## src/rtl/dmem_arbiter.sv

```systemverilog
// Arbiter sharing the single-port data BRAM between the CPU MEM stage and a debug/loader port.
// CPU has fixed priority; a saturating starvation counter forces one debug grant after STARVE_LIMIT losses.
module dmem_arbiter #(
  parameter int ADDR_W       = 12,
  parameter int STARVE_LIMIT = 4
) (
  input  logic              CPU_CLK,
  input  logic              CPU_RST,
  input  logic              cpu_req,
  input  logic [3:0]        cpu_we,
  input  logic [31:0]       cpu_addr,
  input  logic [31:0]       cpu_wdata,
  output logic              cpu_stall,
  output logic              cpu_rvalid,
  output logic [31:0]       cpu_rdata,
  input  logic              dbg_req,
  input  logic [3:0]        dbg_we,
  input  logic [31:0]       dbg_addr,
  input  logic [31:0]       dbg_wdata,
  output logic              dbg_gnt,
  output logic              dbg_rvalid,
  output logic [31:0]       dbg_rdata,
  output logic              mem_en,
  output logic [3:0]        mem_we,
  output logic [ADDR_W-1:0] mem_addr,
  output logic [31:0]       mem_wdata,
  input  logic [31:0]       mem_rdata
);

  localparam logic [3:0] LIMIT = 4'(STARVE_LIMIT);

  typedef enum logic {NORMAL, FORCE} arb_state_t;

  arb_state_t state_reg;
  logic [3:0] starve_cnt;
  logic [3:0] starve_next;
  logic       rd_cpu;
  logic       rd_dbg;
  logic       force_dbg;
  logic       cpu_gnt;

  // state_reg is FORCE exactly when starve_cnt == LIMIT, so it serves as the force term.
  assign force_dbg = dbg_req & (state_reg == FORCE);
  assign dbg_gnt   = dbg_req & (~cpu_req | force_dbg);
  assign cpu_gnt   = cpu_req & ~force_dbg;
  assign cpu_stall = cpu_req & ~cpu_gnt;
  assign mem_en    = cpu_gnt | dbg_gnt;

  always_comb begin
    mem_we    = 4'b0000;
    mem_addr  = '0;
    mem_wdata = 32'h0;
    if (cpu_gnt) begin
      mem_we    = cpu_we;
      mem_addr  = cpu_addr[ADDR_W+1:2];
      mem_wdata = cpu_wdata;
    end else if (dbg_gnt) begin
      mem_we    = dbg_we;
      mem_addr  = dbg_addr[ADDR_W+1:2];
      mem_wdata = dbg_wdata;
    end
  end

  always_comb begin
    starve_next = 4'd0;
    if (dbg_req && !dbg_gnt)
      starve_next = (starve_cnt >= LIMIT) ? LIMIT : starve_cnt + 4'd1;
  end

  always_ff @(posedge CPU_CLK) begin
    if (CPU_RST) begin
      starve_cnt <= 4'd0;
      state_reg  <= NORMAL;
      rd_cpu     <= 1'b0;
      rd_dbg     <= 1'b0;
    end else begin
      starve_cnt <= starve_next;
      state_reg  <= (starve_next == LIMIT) ? FORCE : NORMAL;
      rd_cpu     <= cpu_gnt & (cpu_we == 4'b0000);
      rd_dbg     <= dbg_gnt & (dbg_we == 4'b0000);
    end
  end

  assign cpu_rvalid = rd_cpu;
  assign dbg_rvalid = rd_dbg;
  assign cpu_rdata  = mem_rdata;
  assign dbg_rdata  = mem_rdata;

  // Byte-offset and out-of-range address bits are intentionally ignored.
  logic unused_addr_bits;
  assign unused_addr_bits = ^{cpu_addr[31:ADDR_W+2], cpu_addr[1:0],
                              dbg_addr[31:ADDR_W+2], dbg_addr[1:0]};

endmodule

```

## config.mk

```make
export PLATFORM = sky130hd
export DESIGN_NAME = dmem_arbiter
export DESIGN_NICKNAME = d
export VERILOG_FILES = /design/src/rtl/dmem_arbiter.sv
export SDC_FILE = /design/constraint.sdc
export NUM_CORES = 1
export LEC_CHECK = 0
export ABC_AREA = 1
export CORE_AREA = 2 2 112 114
export DETAILED_ROUTE_END_ITERATION = 8
export DIE_AREA = 0 0 114 116
export GPL_ROUTABILITY_DRIVEN = 0
export SETUP_SLACK_MARGIN = 0.4
export SLEW_MARGIN = 20
export SYNTH_ARGS = -nofsm -noshare
export SYNTH_HDL_FRONTEND = slang
export SYNTH_SLANG_ARGS = --single-unit
```

## constraint.sdc

```tcl
create_clock -name CPU_CLK -period 1.2 [get_ports CPU_CLK]
set_clock_uncertainty 0.1 [all_clocks]
set_input_delay 0.12 -clock CPU_CLK [delete_from_list [all_inputs] [get_ports CPU_CLK]]
set_output_delay 0.12 -clock CPU_CLK [all_outputs]
set_load 0.005 [all_outputs]
```

==> summary.md <==
| Metric | Value |
|---|---|
| Pre-antenna DRT Iters | `4` |
| Inst Count DP | `498` |
| R2r setup slk | `-0.15 ns` |
| LEAKAGE | `1.87 nW` |
| Number of synthesized register bits | `7` |
| Largest net degree at the start of global routing | `14` |
| Max FFs per register | `4` |
| Non-filler cells, final | `531` |
| # Max-Cap Violations | `0` |
| Clock Latency Late Sink | `0.24 ns` |
| Combinational share of power | `0.595` |
| Row count | `40` |
| First-pass GRT wire length | `10.4 mm` |
| Worst Setup EP | `mem_wdata[24]` |
| # nets final | `558` |
| Internal Pwr Total | `0.00143 W` |
| Fin. max-slew vios | `0` |
| Startpoint Class | `flop` |
| Area share of the largest cell type after synthesis | `0.279` |
| Syn Std Cell Area | `1720 sq um` |
| Clock Sinks | `7` |
| FF-to-FF Start | `state_reg$_SDFF_PP0_` |
| Number of DRC markers in iteration 0 | `32` |
| Filler instances | `1259` |
| # IOs | `289` |
| HP Class | `primary input to flop` |
| Worst R2R End | `dbg_rvalid$_SDFF_PP0_` |
| TritonCTS clock tree | `yes` |
| Crit share post-route | `1.35` |
| Diode count | `0` |
| Post-synth cell types | `18` |
| Share of cells above drive strength 1 | `0.552` |
| Core Box Area | `11900 sq um` |
| Die area | `13200 sq um` |
| Syn_area_per_cell | `6.62 sq um` |
| Overflow after GRT | `0` |
| Die span in x | `114 microns` |
| Asr flop ratio synth | `0` |
| Reg clk slew, reported paths | `0.04 ns` |
| Crit Path Class | `flop to primary output` |
| PwrDens | `553 nW/um^2` |
| Utilization after layout | `0.310` |
| Syn. warnings | `0` |
| Sequential share of power | `0.119` |
| Status | `complete, but fails checks` |
| Synthesized Nets | `433` |
| Clk buf depth | `2` |
| Root Driver | `clkbuf_16` |
| # setup viols final | `51` |
| Final worst setup slack | `-0.421 ns` |
| Top cells by count, synth | `buf_4, inv_1, o21ai_2, nand2_1, nand2_2` |
| Seq/Total Area, Yosys | `0.0814` |
| Power share of the clock group | `0.286` |
| R2r worst-path depth | `9` |
| Number of global-route vias before repair | `1933` |
| Max Clock Freq | `617 MHz` |
| Crit-path max FO | `5` |
| Die Ht | `116 microns` |
| Switching Fraction | `0.303` |
| RSZ-0062 raised after global routing | `yes` |
| Worst path required time | `0.98 ns` |
| Vias | `1938` |
| CP arrival | `1.40 ns` |
| Routed wire per std cell | `13.5 microns` |
| Setup crit start | `state_reg$_SDFF_PP0_` |
| Largest cells by area after synthesis | `buf_4, o21ai_2, inv_1` |
| Antenna Nets Post-Route | `0` |
| CTS H-Tree Depth | `1` |
| Count leader, synth | `buf_4` |
| Ys flop type | `dfxtp_1` |
| Setup TNS | `-19.09 ns` |
| Vias per std cell | `3.65` |
| Port Buffers | `152` |
| Num CTS Buffers | `3` |
| Initial antenna violation count | `0` |
| Post-Route WL | `7.17 mm` |
| Leading area contributor after synthesis | `buf_4` |
| Total GRT Usage | `0.100` |
| Drt drc | `0` |
| Psw | `0.000619 W` |
| Post-synthesis cell count | `260` |
| Area growth syn-to-layout | `115%` |
| Failing checks | `setup timing` |
| DPL Wire Length | `4.81 mm` |
| Post-synth EDFFs | `0` |
| Final Hold Violating Endpoints | `0` |
| Biggest register | `starve_cnt` |
| Initial core utilization | `0.145` |
| Kind of end point of the critical path | `primary output` |
| Max IR drop VDD | `0.000553 V` |
| Crit path time final | `1.62 ns` |
[what timing repair did]
action / CTS / global route
cloned: 8 / 3
pin swaps: 3 / 2
setup endpoints to repair: 59 / 59
resized for setup: 276 / 45
buffers inserted: 16 / 2
hold buffers: 0 / 0
[cell families (layout without fill, tap and decap cells)]
logic type	after synthesis	in the layout	share of synthesized area
flops	7	7	0.0814
buf+inv	130	254	0.459
other cells	1	1	0.00218
fa+ha+maj	1	1	0.00727
compound gates	49	49	0.247
simple gates	72	72	0.203
[worst min-delay path by stage]
stage | from | to | slack, ns | cells after the start
finish | cpu_req | starve_cnt[0]$_SDFF_PP0_ | 0.14 | 3
global route | mem_rdata[20] | dbg_rdata[20] | 0.14 | 0
CTS | mem_rdata[10] | cpu_rdata[10] | 0.14 | 0
detailed placement | mem_rdata[10] | cpu_rdata[10] | 0.14 | 0
global placement | mem_rdata[10] | cpu_rdata[10] | 0.14 | 0
floorplan | cpu_we[1] | cpu_rvalid$_SDFF_PP0_ | 0.17 | 3
[cells in the final DEF (no fill, tap or decap), drive strengths merged]
cell | netlist | layout
clkdlybuf4s50 | 0 | 94
buf | 74 | 93
nand2 | 57 | 57
inv | 56 | 56
o21ai | 49 | 49
nor2 | 9 | 9
clkbuf | 0 | 8
dfxtp | 7 | 7
dlygate4sd2 | 0 | 3
nand3 | 2 | 2
or2 | 2 | 2
nand4 | 1 | 1
nor3 | 1 | 1
ha | 1 | 1
conb | 1 | 1
[per-layer routing]
layer | vias to the layer above | share of wire | GRT usage | wire length, microns
met1 | 868 | 0.40 | 0.117 | 2840
li1 | 961 | - | - | -
met2 | 88 | 0.51 | 0.185 | 3680
met3 | 21 | 0.072 | 0.0173 | 519
met4 | 0 | 0.018 | 0.0358 | 132
met5 | - | 0 | 0 | 0
[stage by stage]
step | power, W | setup slack, ns | instance area, sq um | hold slack, ns
after floorplan | 0.000758 | 0.126 | 1750 | 0.170
after global placement | 0.00123 | -0.790 | 3010 | 0.140
after detailed placement | 0.00124 | -0.807 | 3010 | 0.140
after CTS | 0.00197 | -0.404 | 3440 | 0.140
after global routing | 0.00216 | -0.464 | 3700 | 0.140
final | 0.00204 | -0.421 | 3700 | 0.137
[area by class of cell]
cell class | instances | area, sq um | share of cell area
multi-input cells | 123 | 1100 | 0.297
repair buffers | 194 | 1970 | 0.532
inverters | 56 | 223 | 0.0602
clock buffers | 4 | 78.8 | 0.0213
flip-flops and latches | 7 | 146 | 0.0396
well taps | 147 | 184 | 0.0497
[power groups by stage]
stage	logic, W	registers (W)	clock network [W]
global route	0.00131	0.000243	0.000605
global placement	0.000986	0.000246	0
floorplan	0.000512	0.000245	0
CTS	0.00114	0.000242	0.000595
detailed placement	0.000993	0.000246	0
finish	0.00122	0.000243	0.000584
[critical path, stage by stage, from the launching register on]
cell,delay [ns]
dfxtp_2,0.31
nand2_2,0.08
nand2_4,0.07
buf_6,0.14
inv_12,0.07
buf_12,0.12
clkbuf_16,0.15
nand2_2,0.05
o21ai_2,0.05
buf_2,0.12
Note: power is estimated with default switching activity, not from simulation.
